**src/rtl/serial_subtractor.sv**
```systemverilog
// Bit-serial unsigned subtractor: a - b computed LSB-first, one bit per clock, registered borrow.
// Latency: done_valid rises WIDTH edges after the accepting edge; one operation per WIDTH+2 cycles at best.
// Backpressure: start_ready only in IDLE; the result is held in DONE until done_ready.
module serial_subtractor #(
  parameter int WIDTH = 8
) (
  input  logic             clk,
  input  logic             rst_n,
  input  logic             start_valid,
  output logic             start_ready,
  input  logic [WIDTH-1:0] a,
  input  logic [WIDTH-1:0] b,
  output logic [WIDTH-1:0] diff,
  output logic             borrow,
  output logic             done_valid,
  input  logic             done_ready,
  output logic             busy
);

  localparam int CW = (WIDTH > 1) ? $clog2(WIDTH) : 1;

  typedef enum logic [1:0] {
    IDLE = 2'd0,
    BUSY = 2'd1,
    DONE = 2'd2
  } state_t;

  state_t           state;
  state_t           state_nxt;
  logic [WIDTH-1:0] a_sh;
  logic [WIDTH-1:0] b_sh;
  logic [WIDTH-1:0] res_sh;
  logic [WIDTH-1:0] diff_q;
  logic             borrow_reg;
  logic             borrow_q;
  logic [CW-1:0]    count;

  logic ai;
  logic bi;
  logic d;
  logic br_next;
  logic last_bit;
  logic accept;

  // Full-subtractor cell: half-subtractor on ai/bi plus the fed-back borrow.
  always_comb begin
    ai       = a_sh[0];
    bi       = b_sh[0];
    d        = ai ^ bi ^ borrow_reg;
    br_next  = (~ai & bi) | (~(ai ^ bi) & borrow_reg);
    last_bit = (count == CW'(WIDTH - 1));
    accept   = start_valid && (state == IDLE);
  end

  always_comb begin
    state_nxt   = state;
    start_ready = 1'b0;
    done_valid  = 1'b0;
    busy        = 1'b0;
    case (state)
      IDLE: begin
        start_ready = 1'b1;
        if (start_valid) state_nxt = BUSY;
      end
      BUSY: begin
        busy = 1'b1;
        if (last_bit) state_nxt = DONE;
      end
      DONE: begin
        busy       = 1'b1;
        done_valid = 1'b1;
        if (done_ready) state_nxt = IDLE;
      end
      default: state_nxt = IDLE;
    endcase
  end

  always_ff @(posedge clk or negedge rst_n) begin
    if (!rst_n) begin
      state <= IDLE;
    end else begin
      state <= state_nxt;
    end
  end

  // Output copies are loaded only on completion, so diff/borrow keep the last
  // finished result while the next operation shifts through res_sh/borrow_reg.
  always_ff @(posedge clk or negedge rst_n) begin
    if (!rst_n) begin
      a_sh       <= '0;
      b_sh       <= '0;
      res_sh     <= '0;
      borrow_reg <= 1'b0;
      count      <= '0;
      diff_q     <= '0;
      borrow_q   <= 1'b0;
    end else if (accept) begin
      a_sh       <= a;
      b_sh       <= b;
      borrow_reg <= 1'b0;
      count      <= '0;
    end else if (state == BUSY) begin
      a_sh       <= a_sh >> 1;
      b_sh       <= b_sh >> 1;
      res_sh     <= {d, res_sh[WIDTH-1:1]};
      borrow_reg <= br_next;
      count      <= count + CW'(1);
      if (last_bit) begin
        diff_q   <= {d, res_sh[WIDTH-1:1]};
        borrow_q <= br_next;
      end
    end
  end

  assign diff   = diff_q;
  assign borrow = borrow_q;

endmodule
```
**config.mk**
```make
export PLATFORM = sky130hd
export DESIGN_NAME = serial_subtractor
export DESIGN_NICKNAME = d
export VERILOG_FILES = /design/src/rtl/serial_subtractor.sv
export SDC_FILE = /design/constraint.sdc
export NUM_CORES = 1
export LEC_CHECK = 0
export CORE_UTILIZATION = 56
export CTS_BUF_LIST = sky130_fd_sc_hd__clkbuf_8
export CTS_CLUSTER_SIZE = 24
export DETAILED_ROUTE_END_ITERATION = 16
export GPL_TIMING_DRIVEN = 0
export PLACE_DENSITY_LB_ADDON = 0.3
export REMOVE_ABC_BUFFERS = 1
export SLEW_MARGIN = 0
export SYNTH_ARGS = -nofsm -noshare
export SYNTH_HDL_FRONTEND = slang
export SYNTH_SLANG_ARGS = --single-unit
export TNS_END_PERCENT = 10
```
**constraint.sdc**
```tcl
create_clock -name clk -period 2.64 [get_ports clk]
set_clock_uncertainty 0.2 [all_clocks]
set_input_delay 0.528 -clock clk [delete_from_list [all_inputs] [get_ports clk]]
set_output_delay 0.528 -clock clk [all_outputs]
set_load 0.02 [all_outputs]
```
# [Yosys cells after proc, flatten, opt, wreduce, memory -nomap -nowiden]
# Index checks and enable logic that the tools add are counted.
[op_classes] n_addsub=1 multipliers=0 div_mod_pow=0 order_cmp=0 eq_ne=6 shift=0 muxes=15 n_bitwise=8 n_reduce_logical=7
[op_table] cell="$mux W8" n=4
[op_table] cell="$mux W2" n=3
[op_table] cell="$mux W3" n=2
[op_table] cell="$ne A2 B2 Y1 const B" n=3
[op_table] cell="$pmux W2 S3" n=1
[op_table] cell="$reduce_and A3 Y1" n=2
[op_table] cell="$mux W1" n=5
[op_table] cell="$add A3 B1 Y3 const B" n=1
[op_table] cell="$eq A3 B3 Y1 const B" n=1
[op_table] cell="$not A1 Y1" n=3
[op_table] cell="$and A1 B1 Y1" n=2
[op_table] cell="$eq A2 B1 Y1 const B" n=1
[op_table] cell="$eq A2 B2 Y1 const B" n=1
[op_table] cell="$logic_not A2 Y1" n=1
[op_table] cell="$reduce_and A2 Y1" n=1
[op_table] cell="$reduce_bool A2 Y1" n=1
[op_table] cell="$reduce_or A2 Y1" n=1
[op_table] cell="$xor A1 B1 Y1" n=2
[op_table] cell="$logic_and A1 B1 Y1" n=1
[op_table] cell="$or A1 B1 Y1" n=1
[word_totals] register_bits=39 latchBits=0 ram_bits=0 mem_bits_ro=0 in_bits=20 out_inout_bits=12 memories=0

# [Longest topological paths before layout]
# Gate-level depths: netlist of the first run.
[logic_depth] word_depth=6 depth_mapped=7

# [Worst setup path before layout of the first run]
# Ideal clock, no wire load.
[synth_path] kind="flip-flop to flip-flop" start="register state[0]" end="register diff_q[0], in the netlist diff[0]" arrival_time_ns=1.467 required_ns=2.315 setup_slack_ns=0.848 stages_incl_launch_ff=6 n_path_buf=0 period_less_slack_ns=1.792 cell_sequence="dfrtp_1 > inv_1 > ha_1 > and2_1 > nor2_4 > mux2_2"
[synth_between] elab_chain_cells=4 word_cells_on_any_way=5 cone_classes="eq/ne (1); bitwise (1); reduce/logical (3)"
[synth_rtl] item="start, declared" line="28" text="state_t state;"
[synth_rtl] item="start signal, assigned" line="82" text="state <= state_nxt;"
[synth_rtl] item="$logic_not A2 Y1" line="52" text="accept = start_valid && (state == IDLE);"
[synth_rtl] item="$logic_and A1 B1 Y1" line="52"
[synth_rtl] item="$not A1 Y1 (no line)"
[synth_rtl] item="$reduce_and A3 Y1 (no line) (*)"
[synth_rtl] item="end signal, assigned" line="109" text="diff_q <= {d, res_sh[WIDTH-1:1]};"
[synth_rtl] item="end, declared" line="33" text="logic [WIDTH-1:0] diff_q;"
# Mark *: on every way between the ends. The rest lies on a longest branch, timed or not.
# A chain may end at the register's enable or synchronous reset.

# [Worst setup path in the final report of the first run]
[layout_path] start="register state[1]" end="register diff_q[6], in the netlist diff[6]"
# The elaborated chain is that of the path after synthesis.

==> metrics.yaml, run 1 <==
cells_and_area:
  fin_cells: 200
  insertedDiodeCount: 0
  num-nets-final: 196
  syn_to_final_growth_pct: 24.9
  ff_latch_area_um2: 951
  stdcell_area_mm2: 0.00211
  fillers: 205
  multiInputGateArea_um2: 678
  layout-drive-gt1-share_pct: 16.6
power_and_ir_drop:
  power_w: 0.00248
  power.density_mw_per_mm2: 1170
  power_leakage_nw: 0.946
  irDropWorstVdd_uv: 601
job:
  drv_cap: 0
detailed_routing:
  routed.top_layer: "met4"
  ant_nets: 0
  wl_met2_um: 1570
  routed_wirelength_um: 2960
  route.met3.wl_um: 125
  wl_per_cell_um: 14.8
  drt_iter0_drc: 30
  wl_met1_um: 1190
  route.detailed.drc: 2
  vias: 1092
  first_pass_iters: 12
  avgViaCountPerCell: 5.46
synthesis:
  yosys.area.top_type: "dfrtp_1"
  synthTopCellsByArea: "dfrtp_1, mux2_2, mux2i_1, o21ai_0, ha_1"
  synthMuxAreaShare_pct: 20.8
  synthesis.area_mm2: 0.00169
  synth_cells: 138
  synth_top_area_share_pct: 56.3
  synth_top_family_by_area: "multiplexers"
  synth-simple-area-share_pct: 6.44
  synth-seq-area-share_pct: 56.3
  syn_area_per_cell_um2: 12.2
  synth_cell_type_count: 19
  ys_seq_elements: 38
  synth_compound_area_share_pct: 6.51
  yosys_warnings: 0
  yosys.area_share.adder_pct: 5.63
  synth-xor-area-share_pct: 0.518
placed_design:
  dp_hpwl_um: 2070
  portBuffers: 31
  gp_congestion: 0.684
  dp_cells: 193
  post_dp_cell_area_mm2: 0.00200
  place_ws_ns: -0.387
timing:
  slew_viol_final: 0
  finalCritPeriodShare_pct: 93.7
  finalSetupViolCount: 0
  slew_headroom_pct: 44.4
  fin_crit_ns: 2.47
  holdWs_ns: 0.150
  tightest_slew_ns: 0.834
  fmax_mhz: 404
  setup_ws_ns: 0.167
  final_hold_viol_count: 0
  rsz0062_at_grt: "false"
floorplan:
  io_pins: 32
  dieArea_mm2: 0.00324
  core_mm2: 0.00281
  chipWidth_um: 56.9
  core.rowCount: 19
  initial_core_util_pct: 60.3
  die-height_um: 56.9
clocking:
  numCtsBuffers: 5
  cts_tree: "done"
  clkSinkCount: 38
  clkLatencyLatePin_ns: 0.28
  clk_path_buf_depth: 2
  htree_levels: 2
  cts.clk_slew.worst_paths_ns: 0.07
  cts_root_buf: "clkbuf_8"
hold_path:
  hold_class: "in2async"
worst_setup_path:
  critPathLaunchType: "flip-flop"
  worst-path-max-fanout: 31
  crit_slowest_cell: "ha_2"
  end_kind: "flip-flop"
  crit_chain: "inv_1 -> ha_2 -> nand2_1 -> nor2_4 -> mux2_2"
  cp.required_ns: 2.60
  crit_buf_inv: 1
  arrival_ns: 2.43
  cpPeakStageDelay_ns: 0.72
  critPathKind: "reg2reg"
  critical_path.top_delay_family: "adder cells"
global_routing:
  grt_remaining_overflow: 0
  antenna_found_initial: 0
  grt_pass1_wl_um: 5130
  track_usage_pct: 21.1
  grt_pass1_vias: 1143
  grt_max_degree: 40
outcome:
  failed_checks: "DRC"
  status: "complete, but fails checks"
==> Yosys cell counts <==
library cell and instances:
inv_1 7, nor2_1 4, mux2i_1 16, ha_1 6
clkbuf_1 1, mux2_2 17, a211oi_1 1, buf_2 4
fa_1 1, and2_1 1, o31ai_1 1, nand2_1 17
nand2b_1 2, xnor2_1 1, a222oi_1 1, dfrtp_1 38
nor2_4 1, o21ai_0 17, buf_4 2
==> through the flow <==
step           utilization (%)  TNS (ns)
2_1_floorplan                -         0
3_3_place_gp              71.3     -2.53
3_5_place_dp              71.1     -3.30
4_1_cts                   75.2         0
5_1_grt                   75.3         0
6_report                  75.3         0
==> placed cells by master (no fill, tap or decap) <==
cell type / Yosys / routed
mux2i_1: 16 / 16
ha_1: 6 / 5
o21ai_0: 17 / 17
o31ai_1: 1 / 1
nor2_4: 1 / 1
ha_2: 0 / 1
clkbuf_8: 0 / 6
inv_1: 7 / 7
xnor2_1: 1 / 1
a222oi_1: 1 / 1
dfrtp_1: 38 / 38
and2_2: 0 / 1
nor2_1: 4 / 4
clkdlybuf4s50_1: 0 / 30
mux2_2: 17 / 17
fa_1: 1 / 1
buf_2: 4 / 1
a211oi_1: 1 / 1
nand2b_1: 2 / 2
bufinv_16: 0 / 1
nand2_1: 17 / 17
==> cell type report <==
class,instances,area share [%]
clock inverters,1,1.42
flip-flops and latches,38,45.0
inverters,7,1.24
multi-input cells,86,32.1
well taps,31,1.84
repair buffers,31,14.5
clock buffers,6,3.91
==> worst paths after layout <==
path | start | end | slack [ns] | depth (start not counted)
setup / recovery | state[1]$_DFFE_PN0P_ | diff[6]$_DFFE_PN0P_ | 0.17 | 5
hold / removal | rst_n | diff[4]$_DFFE_PN0P_ | 0.15 | 1
setup reg to reg | state[1]$_DFFE_PN0P_ | diff[6]$_DFFE_PN0P_ | 0.17 | 5
hold reg to reg | diff[0]$_DFFE_PN0P_ | diff[0]$_DFFE_PN0P_ | 0.31 | 1
max in group asynchronous | rst_n | b_sh[4]$_DFFE_PN0P_ | 1.57 | 1
min in group clk | diff[0]$_DFFE_PN0P_ | diff[0]$_DFFE_PN0P_ | 0.31 | 1
==> report_power, final <==
| part | total [W] | switching, W | internal [W] |
|---|---|---|---|
| Sequential | 0.000995 | 0.000150 | 0.000845 |
| Clock | 0.000483 | 0.000181 | 0.000302 |
| Combinational | 0.00100 | 0.000490 | 0.000510 |
==> cell families after synthesis <==
kind of cell / after synthesis
AOI/OAI and AO/OA: 20
DFF: 38
xor gates and xnor gates: 1
and+or+nand+nor: 25
adders and majority gates: 7
buffers and inverters: 14
muxes: 33
==> routing by layer <==
layer / up-vias / global-route usage (%)
met5: - / 0
met2: 29 / 36.5
met4: 0 / 8.01
met1: 526 / 25.5
met3: 9 / 5.67
li1: 528 / -
==> repair_timing <==
| item | CTS | global route |
|---|---|---|
| setup buffers | 0 | 0 |
| hold buffers | 0 | 0 |
| gates resized for setup | 1 | 1 |
| endpoints found under the setup margin | 11 | 8 |
| endpoints found under the hold margin | 0 | 0 |
No activity file was read; power rests on OpenSTA's default activity.
==> run 2: changes to the inputs <==
--- a/config.mk
+++ b/config.mk
@@ -5,7 +5,8 @@
 export SDC_FILE = /design/constraint.sdc
 export NUM_CORES = 1
 export LEC_CHECK = 0
-export CORE_UTILIZATION = 56
+export CAP_MARGIN = 40
+export CORE_UTILIZATION = 45
 export CTS_BUF_LIST = sky130_fd_sc_hd__clkbuf_8
 export CTS_CLUSTER_SIZE = 24
 export DETAILED_ROUTE_END_ITERATION = 16
==> metrics.yaml, run 2 (same netlist as run 1, synthesis figures left out) <==
cells_and_area:
  stdcell_area_mm2: 0.00217  # was 0.00211 mm2
  syn_to_final_growth_pct: 28.1  # was 24.9%
  layout-drive-gt1-share_pct: 16.2  # was 16.6%
  fin_cells: 219  # was 200
  final_common_cell: "dfrtp_1"  # unchanged
  insertedDiodeCount: 0  # unchanged
  num-nets-final: 199  # was 196
  most-common-layout-cells: "dfrtp_1, clkdlybuf4s50_1, nand2_1, o21ai_0, mux2_2"  # unchanged
floorplan:
  core_mm2: 0.00347  # was 0.00281 mm2
  initial_core_util_pct: 48.7  # was 60.3%
  chipWidth_um: 63.3  # was 56.9 um
  dieArea_mm2: 0.00401  # was 0.00324 mm2
  io_pins: 32  # unchanged
  die-height_um: 63.3  # was 56.9 um
  core.rowCount: 21  # was 19
clocking:
  post_cts_buffers: 0  # unchanged
  cts_hold_buf: 0  # unchanged
  cts_root_buf: "clkbuf_8"  # unchanged
  cts_tree: "done"  # unchanged
  clkSinkCount: 38  # unchanged
  cts_resized: 0  # was 1
  cts.clk_slew.worst_paths_ns: 0.07  # about the same
  htree_levels: 2  # unchanged
  clk_path_buf_depth: 2  # unchanged
  clkLatencyLatePin_ns: 0.28  # about the same
  numCtsBuffers: 5  # unchanged
timing:
  final_hold_viol_count: 0  # unchanged
  slew_headroom_pct: 45.6  # was 44.4%
  rsz0062_at_grt: "false"  # unchanged
  slew_viol_final: 0  # unchanged
  holdWs_ns: 0.131  # was 0.150 ns
  finalSetupViolCount: 0  # unchanged
  finalCritPeriodShare_pct: 89.4  # was 93.7%
  fin_crit_ns: 2.36  # was 2.47 ns
  tightest_slew_ns: 0.816  # was 0.834 ns
  fmax_mhz: 424  # was 404 MHz
worst_setup_path:
  arrival_ns: 1.63  # was 2.43 ns
  worst-path-max-fanout: 3  # was 31
  cpPeakStageDelay_ns: 0.63  # was 0.72 ns
  critPathLaunchType: "flip-flop"  # unchanged
  cp.required_ns: 1.91  # was 2.60 ns
  end_kind: "output port"  # was flip-flop
  crit_slowest_cell: "clkdlybuf4s50_1"  # was ha_2
  crit_chain: "inv_1 -> ha_1 -> clkdlybuf4s50_1"  # was inv_1 -> ha_2 -> nand2_1 -> nor2_4 -> mux2_2
  critPathKind: "reg2out"  # was reg2reg
detailed_routing:
  wl_met1_um: 1190  # about the same
  route.detailed.drc: 0  # was 2
  avgViaCountPerCell: 4.97  # was 5.46
  routed.top_layer: "met4"  # unchanged
  first_pass_iters: 4  # was 12
  drt_iter0_drc: 46  # was 30
  route.met3.wl_um: 123  # was 125 um
  wl_per_cell_um: 12.6  # was 14.8 um
  vias: 1088  # was 1092
  routed_wirelength_um: 2770  # was 2960 um
  ant_nets: 0  # unchanged
  wl_met2_um: 1400  # was 1570 um
outcome:
  status: "completed"  # was complete, but fails checks
global_routing:
  grt_remaining_overflow: 0  # unchanged
  antenna_found_initial: 0  # unchanged
  grt_pass1_wl_um: 4840  # was 5130 um
  grt_max_degree: 39  # was 40
  track_usage_pct: 15.9  # was 21.1%
  grt_pass1_vias: 1070  # was 1143
job:
  drv_cap: 0  # unchanged
placed_design:
  dp_hpwl_um: 2000  # was 2070 um
  post_dp_cell_area_mm2: 0.00206  # was 0.00200 mm2
  gp_congestion: 0.678  # was 0.684
  dp_cells: 211  # was 193
  portBuffers: 31  # unchanged
hold_path:
  hold_class: "in2async"  # unchanged
power_and_ir_drop:
  power.density_mw_per_mm2: 1150  # was 1170 mW/mm2
  power_w: 0.00250  # was 0.00248 W
  power_leakage_nw: 0.972  # was 0.946 nW
  irDropWorstVdd_uv: 648  # was 601 uV
-- run 2: cell types whose count changed in the layout (fill, tap and decap cells not counted) --
cell | previous run | this run
clkbuf_8 | 6 | 5
buf_8 | 0 | 3
and2_1 | 0 | 1
ha_1 | 5 | 6
ha_2 | 1 | 0
inv_1 | 7 | 9
and2_2 | 1 | 0
-- run 2: stage by stage --
stage | setup WS, ns | TNS (ns) | utilization (%)
finish | 0.279 | 0 | 62.4
global route | 0.216 | 0 | 62.4
CTS | 0.260 | 0 | 62.4
detailed placement | 0.452 | 0 | 59.4
global placement | -0.314 | -2.55 | 58.2
floorplan | 0.0765 | 0 | -
-- run 2: worst max-delay path: cells and delay by family (launching register included) --
| kind | cells | cell delay [ns] |
|---|---|---|
| fa+ha+maj | 1 | 0.21 |
| buf+inv | 2 | 0.74 |
| flops | 1 | 0.40 |
-- run 2: final timing paths --
| check | startpoint | end | slack (ns) | cells past startpoint |
|---|---|---|---|---|
| worst max-delay path | state[0]$_DFFE_PN0P_ | start_ready | 0.28 | 3 |
| worst min register to register | diff[5]$_DFFE_PN0P_ | diff[5]$_DFFE_PN0P_ | 0.31 | 1 |
| min in group clk | diff[5]$_DFFE_PN0P_ | diff[5]$_DFFE_PN0P_ | 0.31 | 1 |
| worst max register to register | state[1]$_DFFE_PN0P_ | state[1]$_DFFE_PN0P_ | 0.47 | 5 |
| max in group asynchronous | rst_n | count[0]$_DFFE_PN0P_ | 1.59 | 1 |
| worst min-delay path | rst_n | diff[4]$_DFFE_PN0P_ | 0.13 | 1 |
-- run 2: power by group --
group / total, W / switching (W) / internal, W
Combinational: 0.00105 / 0.000498 / 0.000554
Clock: 0.000461 / 0.000186 / 0.000275
Sequential: 0.000988 / 0.000144 / 0.000844
-- run 2: area by class of cell --
cell class	count	area [um2]
clock inverters	3	37.5
flip-flops and latches	38	951
inverters	7	26.3
fillers	284	1300
repair buffers	34	350
well taps	46	57.6
clock buffers	5	68.8
multi-input cells	86	674
-- run 2: routing by layer --
layer | vias up | GRT usage [%]
met3 | 6 | 5.07
met5 | - | 0
met4 | 0 | 7.39
met2 | 28 | 25.9
li1 | 537 | -
met1 | 517 | 19.0
